[src/rtl/bj_pkg.sv]
// Shared encodings for the branch/jump resolution controller: the BRANCH_JUMP
// opcode field and the controller FSM states.
package bj_pkg;

  typedef enum logic [2:0] {
    BJ_BEQ  = 3'b000,
    BJ_BNE  = 3'b001,
    BJ_NONE = 3'b010,
    BJ_JUMP = 3'b011,
    BJ_BLT  = 3'b100,
    BJ_BGE  = 3'b101,
    BJ_BLTU = 3'b110,
    BJ_BGEU = 3'b111
  } bj_op_e;

  typedef enum logic [1:0] {
    IDLE  = 2'd0,
    WAIT  = 2'd1,
    FLUSH = 2'd2
  } bj_state_e;

endpackage

[src/rtl/bj_stat_cnt.sv]
// 32-bit saturating event counter used by the optional branch statistics.
module bj_stat_cnt (
  input  logic        clk,
  input  logic        rst,
  input  logic        en,
  output logic [31:0] count
);

  always_ff @(posedge clk or posedge rst) begin
    if (rst) begin
      count <= 32'd0;
    end else if (en && count != 32'hFFFF_FFFF) begin
      count <= count + 32'd1;
    end
  end

endmodule

[src/rtl/bj_ctrl.sv]
// Branch/jump resolution controller in ID: stalls on unready operands, then
// redirects the PC and squashes wrong-path fetches. Optional stats: BJ_STATS_EN.
module bj_ctrl
  import bj_pkg::*;
#(
  parameter int FLUSH_CYCLES = 1,
  parameter int MAX_WAIT     = 3
) (
  input  logic        CLK,
  input  logic        RESET,
  input  logic        BJ_VALID,
  input  logic [2:0]  BRANCH_JUMP,
  input  logic        RS1_HAZ,
  input  logic        RS2_HAZ,
  input  logic        CMP_TAKEN,
  output logic        PC_SEL_OUT,
  output logic        STALL_OUT,
  output logic        FLUSH_IFID_OUT,
  output logic        FLUSH_IDEX_OUT,
  output logic        BUSY_OUT,
  output logic        HAZ_TIMEOUT_OUT
`ifdef BJ_STATS_EN
  ,
  output logic [31:0] BR_CNT_OUT,
  output logic [31:0] TAKEN_CNT_OUT,
  output logic [31:0] STALL_CNT_OUT
`endif
);

  localparam logic [3:0] WMAX = 4'(MAX_WAIT);
  localparam logic [2:0] FLEN = 3'(FLUSH_CYCLES);

  bj_state_e  state, state_nx;
  logic [3:0] wcnt, wcnt_nx;
  logic [2:0] fcnt, fcnt_nx;
  logic       haz_q, haz_set;
  logic       bj, is_jump, need, taken, resolve;
  logic       pc_sel, stall, flush_ifid, flush_idex;

  assign is_jump = (BRANCH_JUMP == BJ_JUMP);
  assign bj      = BJ_VALID && (BRANCH_JUMP != BJ_NONE);
  assign need    = RS1_HAZ | (RS2_HAZ & ~is_jump);
  assign taken   = is_jump | CMP_TAKEN;

  always_ff @(posedge CLK or posedge RESET) begin
    if (RESET) begin
      state <= IDLE;
      wcnt  <= 4'd0;
      fcnt  <= 3'd0;
      haz_q <= 1'b0;
    end else begin
      state <= state_nx;
      wcnt  <= wcnt_nx;
      fcnt  <= fcnt_nx;
      haz_q <= haz_q | haz_set;
    end
  end

  // Outputs are Mealy so a ready branch redirects in the cycle it sits in ID;
  // RESET masks them so nothing escapes while the state is being cleared.
  always_comb begin
    state_nx   = state;
    wcnt_nx    = wcnt;
    fcnt_nx    = fcnt;
    haz_set    = 1'b0;
    resolve    = 1'b0;
    pc_sel     = 1'b0;
    stall      = 1'b0;
    flush_ifid = 1'b0;
    flush_idex = 1'b0;
    if (!RESET) begin
      case (state)
        IDLE: begin
          if (bj) begin
            if (need) begin
              stall      = 1'b1;
              flush_idex = 1'b1;
              state_nx   = WAIT;
              wcnt_nx    = 4'd1;
            end else begin
              resolve = 1'b1;
            end
          end
        end
        WAIT: begin
          if (!BJ_VALID) begin
            state_nx = IDLE;
          end else if (need) begin
            stall      = 1'b1;
            flush_idex = 1'b1;
            if (wcnt < WMAX) wcnt_nx = wcnt + 4'd1;
            if (wcnt == WMAX) haz_set = 1'b1;
          end else begin
            resolve  = 1'b1;
            state_nx = IDLE;
          end
        end
        FLUSH: begin
          flush_ifid = 1'b1;
          stall      = 1'b1;
          fcnt_nx    = (fcnt != 3'd0) ? fcnt - 3'd1 : 3'd0;
          if (fcnt <= 3'd1) state_nx = IDLE;
        end
        default: state_nx = IDLE;
      endcase
      if (resolve && taken) begin
        pc_sel     = 1'b1;
        flush_ifid = 1'b1;
        if (FLEN != 3'd0) begin
          state_nx = FLUSH;
          fcnt_nx  = FLEN;
        end else begin
          state_nx = IDLE;
        end
      end
    end
  end

  assign PC_SEL_OUT      = pc_sel;
  assign STALL_OUT       = stall;
  assign FLUSH_IFID_OUT  = flush_ifid;
  assign FLUSH_IDEX_OUT  = flush_idex;
  assign BUSY_OUT        = (state != IDLE);
  assign HAZ_TIMEOUT_OUT = haz_q | haz_set;

`ifdef BJ_STATS_EN
  bj_stat_cnt u_br_cnt (
    .clk   (CLK),
    .rst   (RESET),
    .en    (resolve),
    .count (BR_CNT_OUT)
  );

  bj_stat_cnt u_taken_cnt (
    .clk   (CLK),
    .rst   (RESET),
    .en    (pc_sel),
    .count (TAKEN_CNT_OUT)
  );

  bj_stat_cnt u_stall_cnt (
    .clk   (CLK),
    .rst   (RESET),
    .en    (stall),
    .count (STALL_CNT_OUT)
  );
`endif

endmodule

[config.mk]
export PLATFORM = sky130hd
export DESIGN_NAME = bj_ctrl
export DESIGN_NICKNAME = d
export VERILOG_FILES = /design/src/rtl/bj_pkg.sv /design/src/rtl/bj_stat_cnt.sv /design/src/rtl/bj_ctrl.sv
export SDC_FILE = /design/constraint.sdc
export NUM_CORES = 1
export LEC_CHECK = 0
export BUFFER_PORTS_ARGS = -buffer_cell sky130_fd_sc_hd__buf_2
export CAP_MARGIN = 20
export CELL_PAD_IN_SITES_DETAIL_PLACEMENT = 1
export CELL_PAD_IN_SITES_GLOBAL_PLACEMENT = 1
export CORE_MARGIN = 10
export CORE_UTILIZATION = 40
export DETAILED_ROUTE_END_ITERATION = 10
export GPL_TIMING_DRIVEN = 0
export PLACE_DENSITY_LB_ADDON = 0.1
export RECOVER_POWER = 50
export SLEW_MARGIN = 20
export SYNTH_ARGS = -nofsm -noshare
export SYNTH_HDL_FRONTEND = slang
export SYNTH_SLANG_ARGS = --single-unit
[constraint.sdc]
create_clock -name CLK -period 2.5 [get_ports CLK]
set_input_delay 0.125 -clock CLK [delete_from_list [all_inputs] [get_ports CLK]]
set_output_delay 0.125 -clock CLK [all_outputs]
set_load 0.03 [all_outputs]
==> metrics.txt <==
status=complete, no violations; Synth async-reset ratio=100%; max_cap viols=0; placed insts=96; final setup skew=approximately 0.00043 ns; row count=14; initial DRC count=3; fmax=0.480 GHz; CTS tree=built; Worst-Skew Late Latency=between 0.2 and 0.3 ns; worst-margin pin slew=0.588 ns; Routed WL=roughly 1500 µm; Initial Util=41.5%; Syn Inst Count=66; sequential share of the synthesized area=slightly above 40%; Worst slew margin=a little over 60%; Final Net Count=98; port buffer count=14; P&R area growth vs syn=21.9%; Yosys warning count=0; CP Data Arrival Time=1.96 ns; global placement routability congestion=0.702; Synth Register Bits=10; drt first pass iters=3; first-pass GRT wire length=about 2600 µm; post-route minimum period=~2.1 ns; DRC violations left=0; Critical Path Fanout Max=6; total power=507 µW; Yosys cell types=26; DP HPWL=around 1200 µm; Max H-tree Level=1; initial antenna violation count=0; hold crit path type=primary input to register; cell leakage power=approximately 0.00036 µW; Clock Pin Slew Worst Setup and Hold Paths=0.06 ns; GRT Util Overall=9.33%; RSZ-0062 raised after global routing=false; ANT cells=0; critical path capture point type=output pin; die area=0.00349 mm²; syn avg cell area=9.25 µm²; ys flop type=dfrtp_1; EDFF count, synth=0; startpoint type of the worst setup path=register; fraction of the cycle the final worst path needs=83.3%; max-slew violations=0; vias in the first global route=591; final setup fails=0; P per Cell Area=between 600 and 700 mW/mm²; IO Count=15; clk buf depth=2; Mapped Nets=78; CP Class=register to output pin; pin count of the biggest net entering global routing=12; layout cells sized above 1=about a quarter; Critical Path RT=between 2 and 2.5 ns; setup TNS=0 ns; DR vias=543; Die Y=just under 60 µm; Mapped Area=between 600 and 700 µm²; via/cell ratio=around 5.4; peak supply drop=336 µV; Fin. Hold Viols=0; width of the die=slightly below 60 µm; Num CTS Buffers=3; antenna-violating nets left=0; Core ar.=around 0.0015 mm²; CTS root buffer=clkbuf_4; GR Overflow Total=0; Non-Filler Instances=between 100 and 150; # clock sinks=10; final routed wire length divided by cell count=roughly 15 µm
## cells in the final DEF, fill, tap and decap left out, drive strengths merged, types with 3 or more instances in the layout
cell / count
dfrtp: 10
clkbuf: 6
nand2: 5
ha: 3
buf: 13
inv: 6
o21ai: 4
nor2: 10
nand2b: 4
## Yosys cell counts (2+ instances only)
cell       n  area (µm²)
a21boi_0   2        15.0
nand3b_1   2        15.0
nor2_1    10        37.5
dfrtp_1   10         250
a21oi_1    2        10.0
nor3_1     2        10.0
ha_1       3        37.5
nand2_1    5        18.8
nand2b_1   4        25.0
inv_1      6        22.5
o21ai_0    4        20.0
or3_1      2        12.5
## per-layer routing
layer | part of all wire [%] | routed length, µm | vias to the layer above | global-route usage (%)
li1 | - | - | 271 | -
met1 | 43 | 642 | 256 | 10.8
met2 | 48 | 704 | 12 | 14.6
met3 | 6.8 | 100 | 4 | 2.79
met4 | 2.2 | 32 | 0 | 5.90
met5 | 0 | 0 | - | 0
## what timing repair did
action / CTS / global route
hold buffers: 1 / 0
setup buffers: 0 / 0
setup endpoints to repair: 0 / 0
resized for setup: 0 / 0
endpoints found under the hold margin: 10 / 0
## state kept, by name, indices dropped and copies added (netlist names)
signal,count
fcnt,3
haz_q,1
wcnt,4
state,2
## metrics by stage
stage | utilization [%] | area, µm² | setup WS (ns) | hold slack [ns]
final | 50.6 | 744 | 0.418 | 0.160
after CTS | 50.8 | 747 | 0.382 | 0.157
after global routing | 50.6 | 744 | 0.209 | 0.186
after floorplan | - | 611 | 0.206 | -0.0291
after detailed placement | 47.6 | 701 | 0.681 | 0.178
after global placement | 47.6 | 701 | 0.743 | 0.175
## worst paths after layout
path,from,to,slack (ns),cells after the start
min reg2reg,haz_q$_DFF_PP0_,haz_q$_DFF_PP0_,0.47,2
min in group asynchronous,RESET,wcnt[3]$_DFFE_PP0P_,0.46,3
max in group asynchronous,RESET,state[1]$_DFFE_PP0P_,1.76,3
max,state[1]$_DFFE_PP0P_,HAZ_TIMEOUT_OUT,0.42,4
max reg2reg,state[1]$_DFFE_PP0P_,wcnt[1]$_DFFE_PP0P_,0.93,4
min,BJ_VALID,haz_q$_DFF_PP0_,0.16,3
## critical path, stage by stage (launching register included)
cell and delay, ns:
dfrtp_1 0.42, nand2b_1 0.21, or3_1 0.36, o41ai_1 0.42, buf_2 0.28
## kinds of logic after synthesis
logic type	synth area share (%)
and+or+nand+nor	27.3
AOI/OAI and AO/OA	18.4
DFF	41.0
buffers and inverters	5.53
adders and majority gates	6.15
muxes	1.64
## power breakdown
group	switching, µW	internal (µW)
clock network	55.5	88.4
logic	83.8	64.1
registers	25.8	189
## area by class of cell
type                       instances  area (µm²)
multi-input combinational         49         327
tap                               16        20.0
inverter                           6        22.5
clock buffer                       4        36.3
buffer                             1        11.3
fill                             190         727
sequential                        10         250
timing repair buffer              15        77.6
Power figures use the tool's default switching activity.
